[src/rtl/arb_pkg.sv]
// Shared arbiter definitions: FSM state type and requester count.
package arb_pkg;

  localparam int unsigned REQ_NUM = 2;

  typedef enum logic [1:0] {
    IDLE   = 2'd0,
    GRANT0 = 2'd1,
    GRANT1 = 2'd2
  } arb_state_t;

endpackage

[src/rtl/mux2x1.sv]
// Generic 2:1 multiplexer.
//   sel : 0 selects a, 1 selects b
//   a/b : data inputs, W bits
//   y   : selected data, W bits
module mux2x1 #(
  parameter int unsigned W = 1
) (
  input  logic         sel,
  input  logic [W-1:0] a,
  input  logic [W-1:0] b,
  output logic [W-1:0] y
);

  assign y = sel ? b : a;

endmodule

[src/rtl/mem_port_arbiter.sv]
// Round-robin arbiter sharing one write port between two requesters,
// with a bounded hold time when the other requester is waiting.
//   clk, rst            : clock, synchronous active-high reset
//   req0/req1           : requests, held until granted and done
//   addr*/wdata*/we*    : requester access fields
//   gnt0/gnt1           : registered grants, mutually exclusive
//   sel                 : steering select (0 = req 0, 1 = req 1)
//   mem_addr/wdata/we   : steered port, combinational from sel/busy
//   busy                : a grant is active
module mem_port_arbiter
  import arb_pkg::*;
#(
  parameter int unsigned WIDTH    = 16,
  parameter int unsigned MAX_HOLD = 4
) (
  input  logic             clk,
  input  logic             rst,
  input  logic             req0,
  input  logic             req1,
  input  logic [WIDTH-1:0] addr0,
  input  logic [WIDTH-1:0] addr1,
  input  logic [WIDTH-1:0] wdata0,
  input  logic [WIDTH-1:0] wdata1,
  input  logic             we0,
  input  logic             we1,
  output logic             gnt0,
  output logic             gnt1,
  output logic             sel,
  output logic [WIDTH-1:0] mem_addr,
  output logic [WIDTH-1:0] mem_wdata,
  output logic             mem_we,
  output logic             busy
);

  localparam int unsigned HW = $clog2(MAX_HOLD + 1);

  arb_state_t           state, state_nxt;
  logic                 last_served, last_nxt;
  logic [HW-1:0]        hold_cnt, hold_nxt;
  logic                 sel_nxt;
  logic [REQ_NUM-1:0]   req_vec;
  logic                 own_req, other_req;
  arb_state_t           other_st;
  logic                 we_sel;

  assign req_vec = {req1, req0};

  // Next-state, hold counter and round-robin pointer
  always_comb begin
    state_nxt = state;
    last_nxt  = last_served;
    hold_nxt  = hold_cnt;
    sel_nxt   = sel;
    own_req   = 1'b0;
    other_req = 1'b0;
    other_st  = IDLE;

    unique case (state)
      IDLE: begin
        // On a tie, last_served = 1 means requester 0 is next in line
        if (req_vec[0] && (!req_vec[1] || last_served)) begin
          state_nxt = GRANT0;
        end else if (req_vec[1]) begin
          state_nxt = GRANT1;
        end
      end
      GRANT0, GRANT1: begin
        own_req   = (state == GRANT1) ? req_vec[1] : req_vec[0];
        other_req = (state == GRANT1) ? req_vec[0] : req_vec[1];
        other_st  = (state == GRANT1) ? GRANT0 : GRANT1;
        if (!own_req) begin
          state_nxt = other_req ? other_st : IDLE;
        end else if (other_req && (hold_cnt == HW'(MAX_HOLD - 1))) begin
          state_nxt = other_st;
        end else if (other_req && (hold_cnt != HW'(MAX_HOLD))) begin
          hold_nxt = hold_cnt + 1'b1;
        end
      end
      default: state_nxt = IDLE;
    endcase

    // Entering a grant restarts the hold window and records the owner
    if ((state_nxt != state) && (state_nxt != IDLE)) begin
      hold_nxt = '0;
      last_nxt = (state_nxt == GRANT1);
    end
    if (state_nxt == IDLE) begin
      hold_nxt = '0;
    end

    // sel keeps its value through IDLE so the steered port stays stable
    if (state_nxt == GRANT1) begin
      sel_nxt = 1'b1;
    end else if (state_nxt == GRANT0) begin
      sel_nxt = 1'b0;
    end
  end

  // State and registered outputs
  always_ff @(posedge clk) begin
    if (rst) begin
      state       <= IDLE;
      last_served <= 1'b1;
      hold_cnt    <= '0;
      gnt0        <= 1'b0;
      gnt1        <= 1'b0;
      busy        <= 1'b0;
      sel         <= 1'b0;
    end else begin
      state       <= state_nxt;
      last_served <= last_nxt;
      hold_cnt    <= hold_nxt;
      gnt0        <= (state_nxt == GRANT0);
      gnt1        <= (state_nxt == GRANT1);
      busy        <= (state_nxt != IDLE);
      sel         <= sel_nxt;
    end
  end

  mux2x1 #(.W(WIDTH)) u_mux_addr (
    .sel (sel),
    .a   (addr0),
    .b   (addr1),
    .y   (mem_addr)
  );

  mux2x1 #(.W(WIDTH)) u_mux_wdata (
    .sel (sel),
    .a   (wdata0),
    .b   (wdata1),
    .y   (mem_wdata)
  );

  mux2x1 #(.W(1)) u_mux_we (
    .sel (sel),
    .a   (we0),
    .b   (we1),
    .y   (we_sel)
  );

  // No write reaches the port unless a grant is active
  assign mem_we = we_sel & busy;

endmodule

[config.mk]
export PLATFORM = sky130hd
export DESIGN_NAME = mem_port_arbiter
export DESIGN_NICKNAME = d
export VERILOG_FILES = /design/src/rtl/arb_pkg.sv /design/src/rtl/mux2x1.sv /design/src/rtl/mem_port_arbiter.sv
export SDC_FILE = /design/constraint.sdc
export NUM_CORES = 1
export LEC_CHECK = 0
export CORE_ASPECT_RATIO = 0.6
export CORE_MARGIN = 10
export CORE_UTILIZATION = 35
export DETAILED_ROUTE_END_ITERATION = 10
export GPL_TIMING_DRIVEN = 0
export PLACE_DENSITY = 0.86
export SLEW_MARGIN = 5
export SYNTH_ARGS = -nofsm -noshare
export SYNTH_HDL_FRONTEND = slang
export SYNTH_HIERARCHICAL = 1
export SYNTH_SLANG_ARGS = --single-unit
[constraint.sdc]
create_clock -name clk -period 3.89 [get_ports clk]
set_clock_uncertainty 0.2 [all_clocks]
set_input_delay 1.167 -clock clk [delete_from_list [all_inputs] [get_ports clk]]
set_output_delay 1.167 -clock clk [all_outputs]
set_load 0.01 [all_outputs]
# [After elaboration in Yosys (flattened, before gate mapping)]
# Cells that the tools add are included.
[totals] reg_bits=10 input_bits=70 word_cells=44
[classes] addsub=1 eq_ne=7 n_mux=14 n_bitwise=2 n_reduce_logical=13
[op_table] op="16-bit two-way mux" count=2
[op_table] op="2-bit two-way mux" count=6
[op_table] op="1-bit two-way mux" count=5
[op_table] op="2-bit by 1-bit equality test with 1-bit output (second input constant)" count=2
[op_table] op="2-bit equality test (second input constant)" count=2
[op_table] op="1-bit logical AND" count=4
[op_table] op="2-bit logical NOT" count=2
[op_table] op="2-bit case mux with 2 select lines" count=1
[op_table] op="4-bit AND reduction" count=1
[op_table] op="2-bit nonzero test" count=2
[op_table] op="3-bit by 1-bit adder with 3-bit output (second input constant)" count=1
[op_table] op="3-bit by 2-bit equality test with 1-bit output (second input constant)" count=1
[op_table] op="3-bit inequality test (second input constant)" count=1
[op_table] op="3-bit OR reduction" count=1
[op_table] op="2-bit inequality test" count=1
[op_table] op="2-bit OR reduction" count=1
[op_table] op="1-bit AND" count=1
[op_table] op="1-bit logical NOT" count=1
[op_table] op="1-bit logical OR" count=1
[op_table] op="1-bit NOT" count=1

# [Logic depth before layout (Yosys ltp)]
[depth] word_depth=9 ltp_mapped=11 depth_no_buf=10

# [Hierarchy]
# The synthesis kept the hierarchy.
[modules_own_cells] module="mem_port_arbiter" n_inst=1 cells_each=92 area_each_um2=785.8
[modules_own_cells] module="mux2x1 (u_mux_addr ...)" n_inst=2 cells_each=18 area_each_um2=249.0
[modules_own_cells] module="mux2x1 (u_mux_we)" n_inst=1 cells_each=1 area_each_um2=15.0

# [Least setup slack after synthesis]
# OpenSTA, ideal clock, no wires.
[synth_timing] path_type="input -> output" startpoint="input port we0" endpoint="output port mem_we" arrival_time_ns=1.591 required_ns=2.523 slack_ns=0.932 stages=2 path_buffers=0 cell_sequence="mux2_4 > and2_1"
[synth_via] elab_chain_cells=2
[synth_lines] element="start: declaration" line_no="mem_port_arbiter.sv:24" rtl="input logic we0,"
[synth_lines] element="1-bit two-way mux" line_no="mux2x1.sv:14" rtl="assign y = sel ? b : a;"
[synth_lines] element="1-bit AND" line_no="mem_port_arbiter.sv:142" rtl="assign mem_we = we_sel & busy;"
[synth_lines] element="end: declaration" line_no="mem_port_arbiter.sv:31" rtl="output logic mem_we,"
# No other way between the ends.

# [Worst setup path after layout]
[layout_timing] startpoint="input port we0" endpoint="output port mem_we"
[layout_via] elab_chain_cells=2
[layout_lines] element="1-bit two-way mux" line_no="mux2x1.sv:14"
[layout_lines] element="named net we_sel" line_no="mem_port_arbiter.sv:44" rtl="logic we_sel;"
[layout_lines] element="1-bit AND" line_no="mem_port_arbiter.sv:142"
# The timed path passes the listed nets, and every way through them passes these cells.

==> flow_summary_export.csv <==
group,metric,value,unit
sta,fin_hold_ws,0.351,ns
synthesis,ys_types,35,
sta,max_slew_margin,81.2,%
cells_and_area,finalNetCount,319,
sta,fin_crit_sh,98.5,%
floorplan,placementRows,17,
clock_network,clk_path_buf_depth,2,
clock_network,tritoncts,"built",
routing,wl,5.22,mm
sta,worstMarginPinSlew,0.281,ns
routing,wl_per_cell,18.3,um
place,dpl-instance-area,2420,sq um
job,drv_cap,0,
synthesis,netlist_instances,129,
cells_and_area,num_antenna_cells,0,
place,place.gp.congestion,0.937,
place,numPortBuffers,106,
cells_and_area,areaGrowthSynthToFinish,89.4,%
sta,tns,0,ns
global_route,first_global_vias,1422,
synthesis,synth-seq-cells,10,
worst_setup_path,cp-start-kind,"input port",
power_and_ir_drop,report.power.total,1010,uW
global_route,antenna_found_initial,0,
clock_network,cts_setup_buffers,0,
sta,setup_violations,0,
routing,route.detailed.drc,0,
global_route,grt_pass1_wl,7.36,mm
status,status,"complete, no violations",
clock_network,cts_hold_buffers,0,
synthesis,synth_nets,208,
sta,drv_slew,0,
synthesis,netlist_area,1300,sq um
clock_network,cts_resized,0,
clock_network,clk_latency,0.23,ns
cells_and_area,final_core_util,68.0,%
cells_and_area,drive_gt1_share,21.8,%
floorplan,start_util,35.9,%
clock_network,cts_htree_levels,1,
cells_and_area,mostFrequentLayoutCell,"clkdlybuf4s50_1",
clock_network,root_buffer,"clkbuf_8",
routing,drt_iter0_markers,70,
sta,timing.fmax,0.261,GHz
floorplan,io_pins,107,
clock_network,cts_buffers,3,
routing,vias,1349,
cells_and_area,final_cell_mix,"106 x clkdlybuf4s50_1, 21 x mux2_4, 12 x mux2_2",
worst_setup_path,cp-end-kind,"output port",
routing,postRouteAntennaNets,0,
power_and_ir_drop,p_leak,0.000978,uW
floorplan,die_w,98.6,um
clock_network,clkSlewWorstSetupHoldPaths,0.04,ns
synthesis,ys_seq_area_share,15.4,%
hold_path,hp-class,"reg2reg",
worst_setup_path,critPathRequiredTime,2.52,ns
clock_network,cts.sink_count,10,
place,dp_hpwl,4.68,mm
power_and_ir_drop,ir_worst_vdd,0.413,mV
power_and_ir_drop,p_per_area,411,nW/um^2
cells_and_area,fin_area,2460,sq um
worst_setup_path,crit_slowest_cell,"clkdlybuf4s50_1",
worst_setup_path,crit_fanout,1,
routing,first_pass_iters,4,
floorplan,coreArea,3620,sq um
routing,viasPerCell,4.73,
global_route,grtUsageTotal,13.6,%
worst_setup_path,path_common_cell,"clkdlybuf4s50_1",
synthesis,avgSynthCellArea,10.1,sq um
global_route,grt_overflow,0,
synthesis,synth_warnings,6,
sta,hold_viol,0,
global_route,grt_max_degree,11,
floorplan,dieArea,6630,sq um
sta,fin_crit,3.83,ns
sta,rsz0062_at_grt,"no",
worst_setup_path,arrival,2.47,ns
worst_setup_path,path_class,"in2out",
floorplan,die_y,67.2,um
worst_setup_path,crit_chain,"clkdlybuf4s50_1, mux2_4, and2_1, clkdlybuf4s50_1",
worst_setup_path,max_stage_delay,0.48,ns
==> area by class of cell <==
class                      count  area (sq um)
inverter                       7          26.3
clock buffer                   3          41.3
multi-input combinational    104           968
timing repair buffer         106          1060
buffer                         8           104
sequential                    10           200
tap                           47          58.8
fill                         287          1160
==> state kept, by name (all words and copies together), names as in the netlist <==
| name | cells |
|---|---|
| busy | 1 |
| gnt0 | 1 |
| sel | 1 |
| last_served | 1 |
| state | 2 |
| gnt1 | 1 |
| hold_cnt | 3 |
==> synthesized netlist by cell type <==
library cell | n | area [sq um]
a32o_1 | 2 | 20.0
a22o_1 | 1 | 8.76
buf_12 | 2 | 40.0
ha_1 | 9 | 113
mux2_4 | 21 | 315
mux2i_1 | 3 | 30.0
nor4_1 | 3 | 18.8
a2111o_1 | 1 | 11.3
and3b_1 | 1 | 8.76
nand2b_1 | 3 | 18.8
mux2_2 | 12 | 135
buf_4 | 1 | 7.51
nor2b_1 | 3 | 18.8
nand2b_2 | 1 | 8.76
nor3_1 | 1 | 5.00
inv_1 | 7 | 26.3
and2_0 | 1 | 6.26
nor2_1 | 6 | 22.5
a211oi_1 | 3 | 22.5
a21bo_2 | 1 | 10.0
o221ai_1 | 1 | 8.76
and3b_2 | 1 | 10.0
nand2_1 | 9 | 33.8
dfxtp_1 | 10 | 200
buf_6 | 5 | 56.3
nand4_1 | 2 | 12.5
and2b_2 | 1 | 8.76
a41oi_2 | 1 | 16.3
nand3_1 | 3 | 15.0
and2_1 | 1 | 6.26
xnor2_1 | 1 | 8.76
a21o_2 | 3 | 26.3
a211o_1 | 1 | 8.76
o21ai_0 | 3 | 15.0
a21oi_1 | 5 | 25.0
==> logic make-up after synthesis <==
kind of cell               Yosys count  synth area share, %
muxes                               36                 37.0
and+or+nand+nor                     36                 14.9
AOI/OAI and AO/OA                   22                 13.3
DFF                                 10                 15.4
adders and majority gates            9                 8.67
xor gates and xnor gates             1                0.674
buffers and inverters               15                 10.0
==> path summary, 6_finish.rpt <==
check        slack (ns)  cells after the start        start          end
min reg2reg        0.35                      2  last_served  last_served
max                0.06                      4          we0       mem_we
max reg2reg        1.32                     11     state[0]  last_served
min                0.35                      2  last_served  last_served
==> where the power goes <==
part | total (uW) | leakage (uW) | switching, uW | internal, uW
Clock | 101 | 0.0000216 | 33.7 | 67.2
Sequential | 153 | 0.0000819 | 26.1 | 127
Combinational | 757 | 0.000874 | 301 | 456
Total | 1010 | 0.000978 | 361 | 650
==> metrics by stage <==
stage | setup slack [ns] | std cells
final | 0.0575 | 285
after detailed placement | 0.0471 | 282
after CTS | 0.0418 | 285
after floorplan | 0.932 | 129
after global routing | 0.00512 | 285
after global placement | 0.0565 | 282
==> worst max-delay path: cells and delay by family <==
| family | cells | cell delay, ns |
|---|---|---|
| buffers and inverters | 2 | 0.89 |
| muxes | 1 | 0.26 |
| and+or+nand+nor | 1 | 0.15 |
==> per-layer routing <==
layer	up-vias	GRT usage, %	routed length (um)
li1	690	-	-
met1	586	14.5	1900
met2	63	25.7	2860
met3	10	3.97	323
met4	0	4.80	141
met5	-	0	0
Power figures use the tool's default switching activity.
==> patch: new RTL, config.mk and constraints unchanged <==
Set the parameter `MAX_HOLD` to 8 (it was 4).
--- a/src/rtl/mem_port_arbiter.sv
+++ b/src/rtl/mem_port_arbiter.sv
@@ -11,7 +11,7 @@
   import arb_pkg::*;
 #(
   parameter int unsigned WIDTH    = 16,
-  parameter int unsigned MAX_HOLD = 4
+  parameter int unsigned MAX_HOLD = 8
 ) (
   input  logic             clk,
   input  logic             rst,
Formal check against the unedited RTL: not equivalent (Yosys sat finds a counterexample within 10 cycles, from zero or initial values and one cycle with rst high).
==> patch against the unedited design <==
  * Setup slack got worse by 0.033 ns
  * Largest cell class unchanged
  * Sequential share of layout area increased by 0.80 points
  * Cell area increased by 0.15%
  * Total power increased by 9.1%
  * Synthesized area decreased by 0.39%
  * Critical path depth unchanged
  * Wire length increased by 1.7%
  * Sequential power increased by 5%
  * Sequential cell count increased by 1
  * Via count increased by 0.82%
==> patch: results (changes against the unedited design) <==
grt_pass1_vias: 1399  # was 1422
synth_cells: 134  # was 129
r2r_setup_slack_ns: 0.72  # was 1.32 ns
wl_met1_mm: 2.11  # was 1.90 mm
use_met3: 0.0371  # was 0.0397
synth_cell_types: 38  # was 35
reg_top3: "hold_cnt x4, state x2"  # was hold_cnt x3, state x2
yosysWarnings: 6  # unchanged
synthTopCellsByArea: "mux2_4 (24%), dfxtp_1 (17%), mux2_2 (10%)"  # was mux2_4 (24%), dfxtp_1 (15%), mux2_2 (10%)
placed_cells: 284  # was 282
synth_commonest_cells: "mux2_4 (21), mux2_2 (12), dfxtp_1 (11), nand2_1 (11), nor2_1 (9)"  # was mux2_4 (21), mux2_2 (12), dfxtp_1 (10)
worst_slew_pin_slew_ns: 0.515  # was 0.281 ns
wl_met3_um: 307  # was 323 µm
final_cells: 288  # was 285
yosysSeqAreaShare: 0.170  # was 0.154
grt_util_met2: 0.260  # was 0.257
outcome: "completed"  # unchanged
pwr-share-clk: 0.103  # was 0.100
p_sw_frac: 0.378  # was 0.357
arrival_ns: 2.50  # was 2.47 ns
viasPerCell: 4.72  # was 4.73
place_congestion: 0.817  # was 0.937
pwr-share-seq: 0.146  # was 0.151
peakVddDrop_v: 0.000436  # was 0.000413 V
pg_clk_mw: 0.114  # was 0.101 mW
reg2regPathDepth: 12  # was 11
post-dp-hpwl_mm: 4.60  # was 4.68 mm
portBuffers: 105  # was 106
drtIter0Drc: 38  # was 70
synth_xor_area_frac: 0.0203  # was 0.00674
crit_path_start: "we1"  # was we0
whs_ns: 0.331  # was 0.351 ns
synthesis.nets: 212  # was 208
nets: 322  # was 319
postPlaceCellArea_um2: 2400  # was 2420 µm²
synthMuxAreaShare: 0.371  # was 0.370
wirelength_mm: 5.31  # was 5.22 mm
n_fill_cell: 268  # was 287
grt_first_pass_wirelength_mm: 7.56  # was 7.36 mm
synth_fa_ha_area_frac: 0.0774  # was 0.0867
synth_compound_area_frac: 0.126  # was 0.133
drive_gt1_frac: 0.198  # was 0.218
grt.total_usage: 0.140  # was 0.136
wl_met2_mm: 2.83  # was 2.86 mm
gr-usage-met1: 0.158  # was 0.145
==> patch: timing repair <==
action                     in CTS  in global routing
gates resized for setup         2                  3
pin swaps                       0                  0
setup endpoints to repair       1                  1
hold buffers                    0                  0
==> patch: through the flow <==
step           setup TNS, ns  setup slack, ns  utilization
2_1_floorplan              0            0.620            -
3_3_place_gp          -0.199           -0.199        0.706
3_5_place_dp          -0.297           -0.297        0.706
4_1_cts                    0           0.0601        0.721
5_1_grt                    0           0.0125        0.724
6_report                   0           0.0244        0.724
==> patch: area by class of cell <==
cell class	instances	share of cell area
tap	45	0.0229
multi-input combinational	110	0.402
sequential	11	0.0894
inverter	7	0.0107
clock buffer	4	0.0183
buffer	6	0.0289
timing repair buffer	105	0.428
==> patch: worst min-delay path: cells and delay by family, from the launching register on <==
kind             cells  cell delay, ns
muxes                1            0.07
and+or+nand+nor      1            0.10
DFF                  1            0.31
